**src/rtl/seg7_pkg.sv**
```systemverilog
// Shared seven-segment definitions: segment width, blank code, hex glyph table, one-hot helper.
// Pure constants and functions; no latency, no flow control.
package seg7_pkg;

    localparam int SEG_W = 7;
    localparam logic [SEG_W-1:0] SEG_BLANK = 7'h00;

    // Bit 0 = segment a ... bit 6 = segment g, active-high.
    localparam logic [SEG_W-1:0] GLYPH_TABLE [16] = '{
        7'h3F, 7'h06, 7'h5B, 7'h4F, 7'h66, 7'h6D, 7'h7D, 7'h07,
        7'h7F, 7'h6F, 7'h77, 7'h7C, 7'h39, 7'h5E, 7'h79, 7'h71
    };

    function automatic logic [7:0] onehot8(input logic [2:0] idx);
        return 8'b0000_0001 << idx;
    endfunction

endpackage

```
**src/rtl/seg7_hex_dec.sv**
```systemverilog
// Nibble to seven-segment glyph lookup, purely combinational.
// Zero latency; no flow control.
module seg7_hex_dec
    import seg7_pkg::*;
(
    input  logic [3:0]       nibble,
    output logic [SEG_W-1:0] glyph
);

    assign glyph = GLYPH_TABLE[nibble];

endmodule

```
**src/rtl/seg7_scan_driver.sv**
```systemverilog
// Multiplexed N-digit seven-segment driver, double-buffered, values committed at frame boundaries.
// Outputs registered (1 cycle after index); optional SEG7_LEADING_ZERO_BLANK_EN blanks leading zeros.
module seg7_scan_driver
    import seg7_pkg::*;
#(
    parameter int NUM_DIGITS = 4,
    parameter int SCAN_DIV   = 50000
) (
    input  logic                    clk,
    input  logic                    rst_n,
    input  logic                    load,
    input  logic [4*NUM_DIGITS-1:0] value,
    input  logic [NUM_DIGITS-1:0]   dp_in,
    input  logic [NUM_DIGITS-1:0]   digit_en,
    output logic [SEG_W-1:0]        seg,
    output logic                    dp,
    output logic [NUM_DIGITS-1:0]   an,
    output logic                    frame_done,
    output logic                    pending
);

    localparam int PW = $clog2(SCAN_DIV);
    localparam int IW = (NUM_DIGITS > 1) ? $clog2(NUM_DIGITS) : 1;
    localparam int VW = 4 * NUM_DIGITS;

    logic [PW-1:0]         presc;
    logic [IW-1:0]         idx;
    logic [VW-1:0]         shadow_val;
    logic [VW-1:0]         disp_val;
    logic [NUM_DIGITS-1:0] shadow_dp;
    logic [NUM_DIGITS-1:0] disp_dp;

    logic                  tick;
    logic                  last_digit;
    logic                  boundary;
    logic [3:0]            cur_nibble;
    logic [SEG_W-1:0]      cur_glyph;
    logic                  cur_en;
    logic                  cur_blank;
    logic [7:0]            sel_wide;
    logic [NUM_DIGITS-1:0] sel;

    assign tick       = (presc == PW'(SCAN_DIV - 1));
    assign last_digit = (idx == IW'(NUM_DIGITS - 1));
    assign boundary   = tick && last_digit;

    assign cur_nibble = disp_val[{idx, 2'b00} +: 4];
    assign cur_en     = digit_en[idx];
    assign sel_wide   = onehot8(3'(idx));
    assign sel        = sel_wide[NUM_DIGITS-1:0];

    seg7_hex_dec u_hex_dec (
        .nibble (cur_nibble),
        .glyph  (cur_glyph)
    );

`ifdef SEG7_LEADING_ZERO_BLANK_EN
    logic [IW-1:0] msnz;

    // Digit 0 is never above msnz, so an all-zero value still shows "0".
    always_comb begin
        msnz = '0;
        for (int i = 1; i < NUM_DIGITS; i++) begin
            if (disp_val[4*i +: 4] != 4'h0) begin
                msnz = IW'(i);
            end
        end
        cur_blank = (idx > msnz);
    end
`else
    assign cur_blank = 1'b0;
`endif

    always_ff @(posedge clk) begin
        if (!rst_n) begin
            presc      <= '0;
            idx        <= '0;
            shadow_val <= '0;
            shadow_dp  <= '0;
            disp_val   <= '0;
            disp_dp    <= '0;
            pending    <= 1'b0;
            seg        <= SEG_BLANK;
            dp         <= 1'b0;
            an         <= '0;
            frame_done <= 1'b0;
        end else begin
            presc <= tick ? '0 : presc + 1'b1;
            if (tick) begin
                idx <= last_digit ? '0 : idx + 1'b1;
            end
            frame_done <= boundary;

            // A load on the boundary bypasses the shadow so it shows in the very next frame.
            if (boundary) begin
                if (load) begin
                    disp_val <= value;
                    disp_dp  <= dp_in;
                    pending  <= 1'b0;
                end else if (pending) begin
                    disp_val <= shadow_val;
                    disp_dp  <= shadow_dp;
                    pending  <= 1'b0;
                end
            end else if (load) begin
                shadow_val <= value;
                shadow_dp  <= dp_in;
                pending    <= 1'b1;
            end

            an  <= cur_en ? sel : '0;
            seg <= (cur_en && !cur_blank) ? cur_glyph : SEG_BLANK;
            dp  <= disp_dp[idx] & cur_en;
        end
    end

endmodule

```
**config.mk**
```make
export PLATFORM = sky130hd
export DESIGN_NAME = seg7_scan_driver
export DESIGN_NICKNAME = d
export VERILOG_FILES = /design/src/rtl/seg7_pkg.sv /design/src/rtl/seg7_hex_dec.sv /design/src/rtl/seg7_scan_driver.sv
export SDC_FILE = /design/constraint.sdc
export NUM_CORES = 1
export LEC_CHECK = 0
export CAP_MARGIN = 40
export CORE_ASPECT_RATIO = 1.4
export CORE_MARGIN = 2
export CORE_UTILIZATION = 55
export CTS_CLUSTER_DIAMETER = 30
export DETAILED_ROUTE_END_ITERATION = 10
export GPL_TIMING_DRIVEN = 0
export PLACE_DENSITY = 0.8
export SLEW_MARGIN = 20
export SYNTH_ARGS = -nofsm -noshare
export SYNTH_HDL_FRONTEND = slang
export SYNTH_SLANG_ARGS = --single-unit
```
**constraint.sdc**
```tcl
create_clock -name clk -period 3.3 [get_ports clk]
set_clock_uncertainty 0.2 [all_clocks]
set_input_delay 0.99 -clock clk [delete_from_list [all_inputs] [get_ports clk]]
set_output_delay 0.99 -clock clk [all_outputs]
set_load 0.1 [all_outputs]
```
==> results of run 1 <==
## flip-flops by register name (all words and copies together) (netlist names), 2 cells and up
| signal | count |
|---|---|
| disp_dp | 4 |
| an | 4 |
| disp_val | 16 |
| presc | 16 |
| shadow_val | 16 |
| seg | 7 |
| shadow_dp | 4 |
| idx | 2 |
## stage by stage
stage	hold slack, ns	instance area (um^2)
after floorplan	0.226	3390
after global placement	0.239	3870
after detailed placement	0.244	4080
after CTS	0.259	4280
after global routing	0.275	4280
final	0.258	4280
## placed cells by master, fill, tap and decap left out, types with 2 or more instances in the layout
cell             Yosys  layout
xor2_1              11      11
nor3_1               2       2
clkbuf_1            14      14
o21ai_0              3       3
clkbuf_8             0      11
clkinvlp_4           0       2
clkinv_2             0       2
or3_1                2       2
and4_1               4       4
buf_2                6       6
a221oi_1             3       3
a21oi_1              2       2
buf_1                2       2
and3_1               2       2
nand4_1              6       6
nand3_1              6       6
nor2b_1              3       3
mux2i_1             42      42
buf_8                0      14
clkdlybuf4s50_1      0      39
nor4b_1              2       2
nand2_1             89      89
nor2_1              23      23
nand2b_1             2       2
mux4_2               7       7
mux2_2              20      20
xnor2_1              3       3
dfxtp_1             72      72
ha_1                 9       9
nor3b_1              3       3
inv_1                5       5
and2_1               5       5
## kinds of logic after synthesis
family / share of synthesized area [%]
DFF: 42.5
buffers and inverters: 3.21
and+or+nand+nor: 21.3
AOI/OAI and AO/OA: 2.29
muxes: 23.7
adders and majority gates: 3.32
xor gates and xnor gates: 3.62
## synth_stat cells, types with 4 or more instances
| cell type | n |
|---|---|
| nand2_1 | 89 |
| dfxtp_1 | 72 |
| mux2i_1 | 42 |
| nor2_1 | 23 |
| mux2_2 | 20 |
| clkbuf_1 | 14 |
| xor2_1 | 11 |
| ha_1 | 9 |
| mux4_2 | 7 |
| buf_2 | 6 |
| nand3_1 | 6 |
| nand4_1 | 6 |
| and2_1 | 5 |
| inv_1 | 5 |
| and4_1 | 4 |
## layer usage
layer | wire length, um | GRT usage, % | up-vias
met1 | 3020 | 26.1 | 1329
met4 | 152 | 11.2 | 0
met3 | 323 | 4.90 | 14
met5 | 0 | 0 | -
met2 | 3990 | 43.4 | 70
li1 | - | - | 1354
## layout make-up
cell class	count	area, um^2	area share [%]
Multi-Input combinational cell	259	1840	42.9
Timing Repair Buffer	53	601	14.0
Clock inverter	5	55.1	1.29
Clock buffer	11	151	3.53
Tap cell	70	87.6	2.04
Buffer	22	90.1	2.10
Inverter	5	18.8	0.438
Sequential cell	72	1440	33.7
## worst max-delay path by stage
stage	start	endpoint	slack (ns)	depth (start not counted)
after floorplan	idx[0]$_SDFFE_PN0N_	seg[3]$_SDFF_PN0_	1.02	7
after global placement	load	disp_val[2]$_SDFFE_PN0P_	0.36	5
after detailed placement	load	disp_val[2]$_SDFFE_PN0P_	0.32	5
final	pending$_SDFFE_PP0P_	pending	0.67	2
after CTS	seg[0]$_SDFF_PN0_	seg[0]	0.66	2
after global routing	idx[0]$_SDFFE_PN0N_	seg[3]$_SDFF_PN0_	0.59	7
## power by group through the flow
| stage | Sequential, mW | Clock [mW] | Combinational, mW |
|---|---|---|---|
| 2_1_floorplan | 0.961 | 0 | 0.0835 |
| 3_3_place_gp | 0.922 | 0 | 0.187 |
| 3_5_place_dp | 0.924 | 0 | 0.208 |
| 4_1_cts | 0.904 | 0.727 | 0.209 |
| 5_1_grt | 0.908 | 0.773 | 0.222 |
| 6_report | 0.904 | 0.723 | 0.208 |
## critical path: stages, from the launching register on
cell and delay [ns]:
dfxtp_1 0.34, clkdlybuf4s50_1 0.52, buf_8 0.21
==> reports/metrics.yaml, run 1 <==
routing:
  drt_wl_total_um: 7480
  drt_pass1_iterations: 4
  vias: 2767
  drc_errors: 0
  avgViaCountPerCell: 5.57
  first_iter_violations: 196
  detail_route.wl_per_cell_um: 15.1
  detail-route-antenna-nets: 0
finish:
  final_util_pct: 72.5
  drive_gt1_share_pct: 15.2
  layout.nets: 458
  fin_cells: 497
  syn_to_final_growth_pct: 26.4
  fillers: 457
  antenna_cells: 0
floorplanning:
  initial_core_util_pct: 57.4
  die-area_um2: 6810
  core_area_um2: 5900
  pin_count: 41
  die_x_um: 70.3
  rows: 33
  dieHeight_um: 96.9
worst_hold_path:
  min_from: "shadow_val[15]$_SDFFE_PN0P_"
  holdPathEnd: "shadow_val[15]$_SDFFE_PN0P_"
  hold_path.class: "flop to flop"
  whs_path_depth: 2
power_and_ir_drop:
  p_int_mw: 1.37
  power_frac_seq_pct: 49.3
  cellPowerDensity_nw_per_um2: 428
  total_power_mw: 1.84
  clkPwrFrac_pct: 39.4
  leakagePower_nw: 1.66
  ir_worst_vdd_uv: 305
  switchingPower_mw: 0.460
  power_frac_comb_pct: 11.3
  switching_share_pct: 25.1
yosys:
  synth_edf_count: 0
  ys_seq_area_share_pct: 42.5
  ys_ff_latch: 72
  async_reset_ff_share_pct: 0
  yosys-top-cells-area: "dfxtp_1 43%, mux2i_1 12%, nand2_1 9.9%"
  synthFlopType: "dfxtp_1"
  synth_top_area_share_pct: 42.5
  syn_area_um2: 3390
  synth_cell_types: 37
  synth_cells: 358
  ys_warn_count: 0
  yosys.area.top_type: "dfxtp_1"
  syn_avg_cell_area_um2: 9.46
  synth_nets: 394
global_routing:
  globalRouteTotalUtil_pct: 24.0
  grt_max_degree: 13
  grt_pass1_vias: 2839
  grt_first_pass_wirelength_um: 12900
  antenna_found_initial: 0
  grt_overflow_total: 0
clocking:
  cts_buffers: 9
  insertion_delay_ns: 0.36
  post_cts_buffers: 0
  clkTransAtPathRegs_ns: 0.08
  cts_resized: 0
  cts.htree.levels: 3
  cts_buffer_depth: 2
  cts_sinks: 72
  cts_tree: "built"
  root_buffer: "clkbuf_8"
  ctsHoldBuffers: 0
timing:
  tightest_slew_ns: 0.599
  finalSetupTns_ns: 0
  period_share_pct: 79.6
  rsz0062_at_grt: "false"
  setup_viol: 0
  hold_violations: 0
  max_slew_margin_pct: 60.1
  slew_viol_final: 0
  fin_ws_ns: 0.674
  period_needed_ns: 2.63
  max_freq_ghz: 0.381
placement:
  globalplace.congestion: 0.801
  dp.final_hpwl_um: 5430
  portBuffers: 39
  pre_cts_ws_ns: 0.321
  dp_cells: 481
worst_setup_path:
  r2r-start: "idx[0]$_SDFFE_PN0N_"
  cp.required_ns: 2.11
  critPathMaxFanout: 2
  critPathArrivalTime_ns: 1.44
  end_kind: "output pin"
  r2r-end: "seg[3]$_SDFF_PN0_"
  reg2reg_depth: 7
  worstSetupStartpointType: "flop"
  r2r_slack_ns: 0.78
  path_class: "flop to output pin"
run:
  drv_cap: 0
outcome:
  status: "complete, no violations"
Note: power is estimated with default switching activity, not from simulation.
==> inputs of run 2 (changes only) <==
--- a/config.mk
+++ b/config.mk
@@ -8,11 +8,11 @@
 export CAP_MARGIN = 40
 export CORE_ASPECT_RATIO = 1.4
 export CORE_MARGIN = 2
-export CORE_UTILIZATION = 55
+export CORE_UTILIZATION = 50
 export CTS_CLUSTER_DIAMETER = 30
 export DETAILED_ROUTE_END_ITERATION = 10
 export GPL_TIMING_DRIVEN = 0
-export PLACE_DENSITY = 0.8
+export PLACE_DENSITY = 0.77
 export SLEW_MARGIN = 20
 export SYNTH_ARGS = -nofsm -noshare
 export SYNTH_HDL_FRONTEND = slang
==> constraint.sdc (replaced) <==
create_clock -name clk -period 2.4 [get_ports clk]
set_clock_uncertainty 0.2 [all_clocks]
set_input_delay 0.72 -clock clk [delete_from_list [all_inputs] [get_ports clk]]
set_output_delay 0.72 -clock clk [all_outputs]
set_load 0.1 [all_outputs]
==> run 2 against run 1 <==
  * Sequential share of layout area is essentially flat
  * Cell count grew 0.80%
  * Power grew 36%
  * Non-clock buffer count is the same
  * Global-route usage shrank 2.7 points
  * First-iteration DRC count shrank 25%
  * Clock power grew 34%
  * Sequential power grew 37%
  * Die area grew 9.5%
  * Critical path depth is the same
  * Design area grew 0.12%
==> reports/metrics.yaml, run 2 (synthesis results as in run 1) <==
placement:
  dp_cells: 485  # +0.83%
  portBuffers: 39  # unchanged
  globalplace.congestion: 0.839  # +4.7%
  dp.final_hpwl_um: 5340  # -1.6%
routing:
  drc_errors: 0  # unchanged
  drt_wl_total_um: 7260  # -3.0%
  detail-route-antenna-nets: 0  # unchanged
  first_iter_violations: 147  # -25%
  avgViaCountPerCell: 5.45  # -2.1%
  detail_route.wl_per_cell_um: 14.5  # -3.7%
  drt_pass1_iterations: 5  # +1
  vias: 2730  # -1.3%
clocking:
  cts_sinks: 72  # unchanged
  root_buffer: "clkbuf_8"
  cts.htree.levels: 3  # unchanged
  cts_buffer_depth: 2  # unchanged
  insertion_delay_ns: 0.36  # about the same
  cts_buffers: 9  # unchanged
  cts_tree: "built"
  clkTransAtPathRegs_ns: 0.07  # about the same
worst_setup_path:
  cp_cell_sequence: "clkdlybuf4s50_1 > buf_8"
  critPathArrivalTime_ns: 1.43  # about the same
  path_class: "flop to output pin"
  slowest_stage: "clkdlybuf4s50_1"
  end_kind: "output pin"
  worstSetupStartpointType: "flop"
  critPathMaxFanout: 2  # unchanged
  cp.required_ns: 1.48  # -0.63 ns
  critical_path_buf_inv_count: 2  # unchanged
  worst_path_dominant_cell_family: "buffers and inverters"
  slowest_delay_ns: 0.52  # about the same
timing:
  holdWs_ns: 0.256  # -0.00259 ns
  setup_viol: 0  # unchanged
  hold_violations: 0  # unchanged
  max_freq_ghz: 0.426
  tightest_slew_ns: 0.660  # +0.0614 ns
  finalSetupTns_ns: 0  # unchanged
  max_slew_margin_pct: 56.0  # -4.1 points
  rsz0062_at_grt: "false"
  period_share_pct: 97.9
  period_needed_ns: 2.35
  slew_viol_final: 0  # unchanged
finish:
  multiInputGateArea_um2: 1840  # unchanged
  fillers: 540  # +18%
  seqCellArea_um2: 1440  # about the same
  layout_commonest_cell: "nand2_1"
  fin_cells: 501  # +0.80%
  final_util_pct: 65.3  # -7.3 points
  reg_top3: "disp_val: 16 flops, presc: 16 flops, shadow_val: 16 flops"
  drive_gt1_share_pct: 15.9  # +0.70 points
  layout_common_cells: "89 x nand2_1, 71 x dfxtp_1, 42 x mux2i_1"
  syn_to_final_growth_pct: 26.6
  layout.nets: 458  # unchanged
  antenna_cells: 0  # unchanged
power_and_ir_drop:
  total_power_mw: 2.50  # +36%
  ir_worst_vdd_uv: 320  # +4.9%
  cellPowerDensity_nw_per_um2: 582  # +36%
  leakagePower_nw: 1.66  # +0.19%
global_routing:
  grt_first_pass_wirelength_um: 12100  # -6.7%
  grt_overflow_total: 0  # unchanged
  grt_max_degree: 13  # unchanged
  antenna_found_initial: 0  # unchanged
  globalRouteTotalUtil_pct: 21.2  # -2.7 points
  grt_pass1_vias: 2729  # -3.9%
worst_hold_path:
  hold_path.class: "flop to flop"
floorplanning:
  die_x_um: 73.6  # +4.6%
  pin_count: 41  # unchanged
  die-area_um2: 7460  # +9.5%
  initial_core_util_pct: 51.6  # -5.8 points
  rows: 35  # +6.1%
  dieHeight_um: 101  # +4.7%
  core_area_um2: 6570  # +11%
outcome:
  status: "complete, no violations"
run:
  drv_cap: 0  # unchanged
[run 2: cell count changes in the layout (fill, tap and decap cells not counted), sizes merged]
cell	previous run	this run
clkinv	2	3
clkinvlp	2	1
[run 2: routing by layer]
layer / GRT usage (%) / wire length [um] / vias up
met2: 37.1 / 3830 / 58
li1: - / - / 1358
met3: 5.97 / 257 / 18
met1: 23.3 / 2990 / 1296
met5: 0 / 0 / -
met4: 10.1 / 185 / 0
[run 2: worst paths after layout]
check,startpoint,to,slack (ns),cells past startpoint
min,shadow_val[10]$_SDFFE_PN0P_,shadow_val[10]$_SDFFE_PN0P_,0.26,2
max,pending$_SDFFE_PP0P_,pending,0.05,2
max reg2reg,presc[13]$_SDFF_PP0_,presc[6]$_SDFF_PP0_,0.10,5
min reg2reg,shadow_val[10]$_SDFFE_PN0P_,shadow_val[10]$_SDFFE_PN0P_,0.26,2
[run 2: what timing repair did]
action / in CTS / in global routing
setup endpoints to repair: 2 / 2
setup buffers: 0 / 0
hold buffers: 0 / 0
gates resized for setup: 3 / 4
[run 2: worst reg2reg max path, cell delays in order, from the launching register on]
cell and delay [ns]:
dfxtp_1 0.36, or4_1 0.57, or4_4 0.55, nand2_1 0.18
buf_2 0.26, nor2_1 0.07
[run 2: report_power, final]
part           internal [mW]  switching (mW)  leakage [nW]
Combinational          0.131           0.154         0.975
Sequential              1.23          0.0153         0.587
Clock                  0.507           0.464        0.0993
[run 2: area by class of cell]
cell class                      count  area share [%]
Buffer                             22            2.28
Clock buffer                       11            3.30
Clock inverter                      5            1.31
Inverter                            5           0.438
Multi-Input combinational cell    259            42.9
Sequential cell                    72            33.6
Tap cell                           74            2.16
Timing Repair Buffer               53            14.0
[run 2: stage by stage]
stage               setup WS, ns  instance area (um^2)
floorplan                  0.121                  3390
global placement          -0.267                  3870
detailed placement        -0.299                  4080
CTS                       0.0401                  4290
global route             0.00399                  4290
finish                    0.0508                  4290
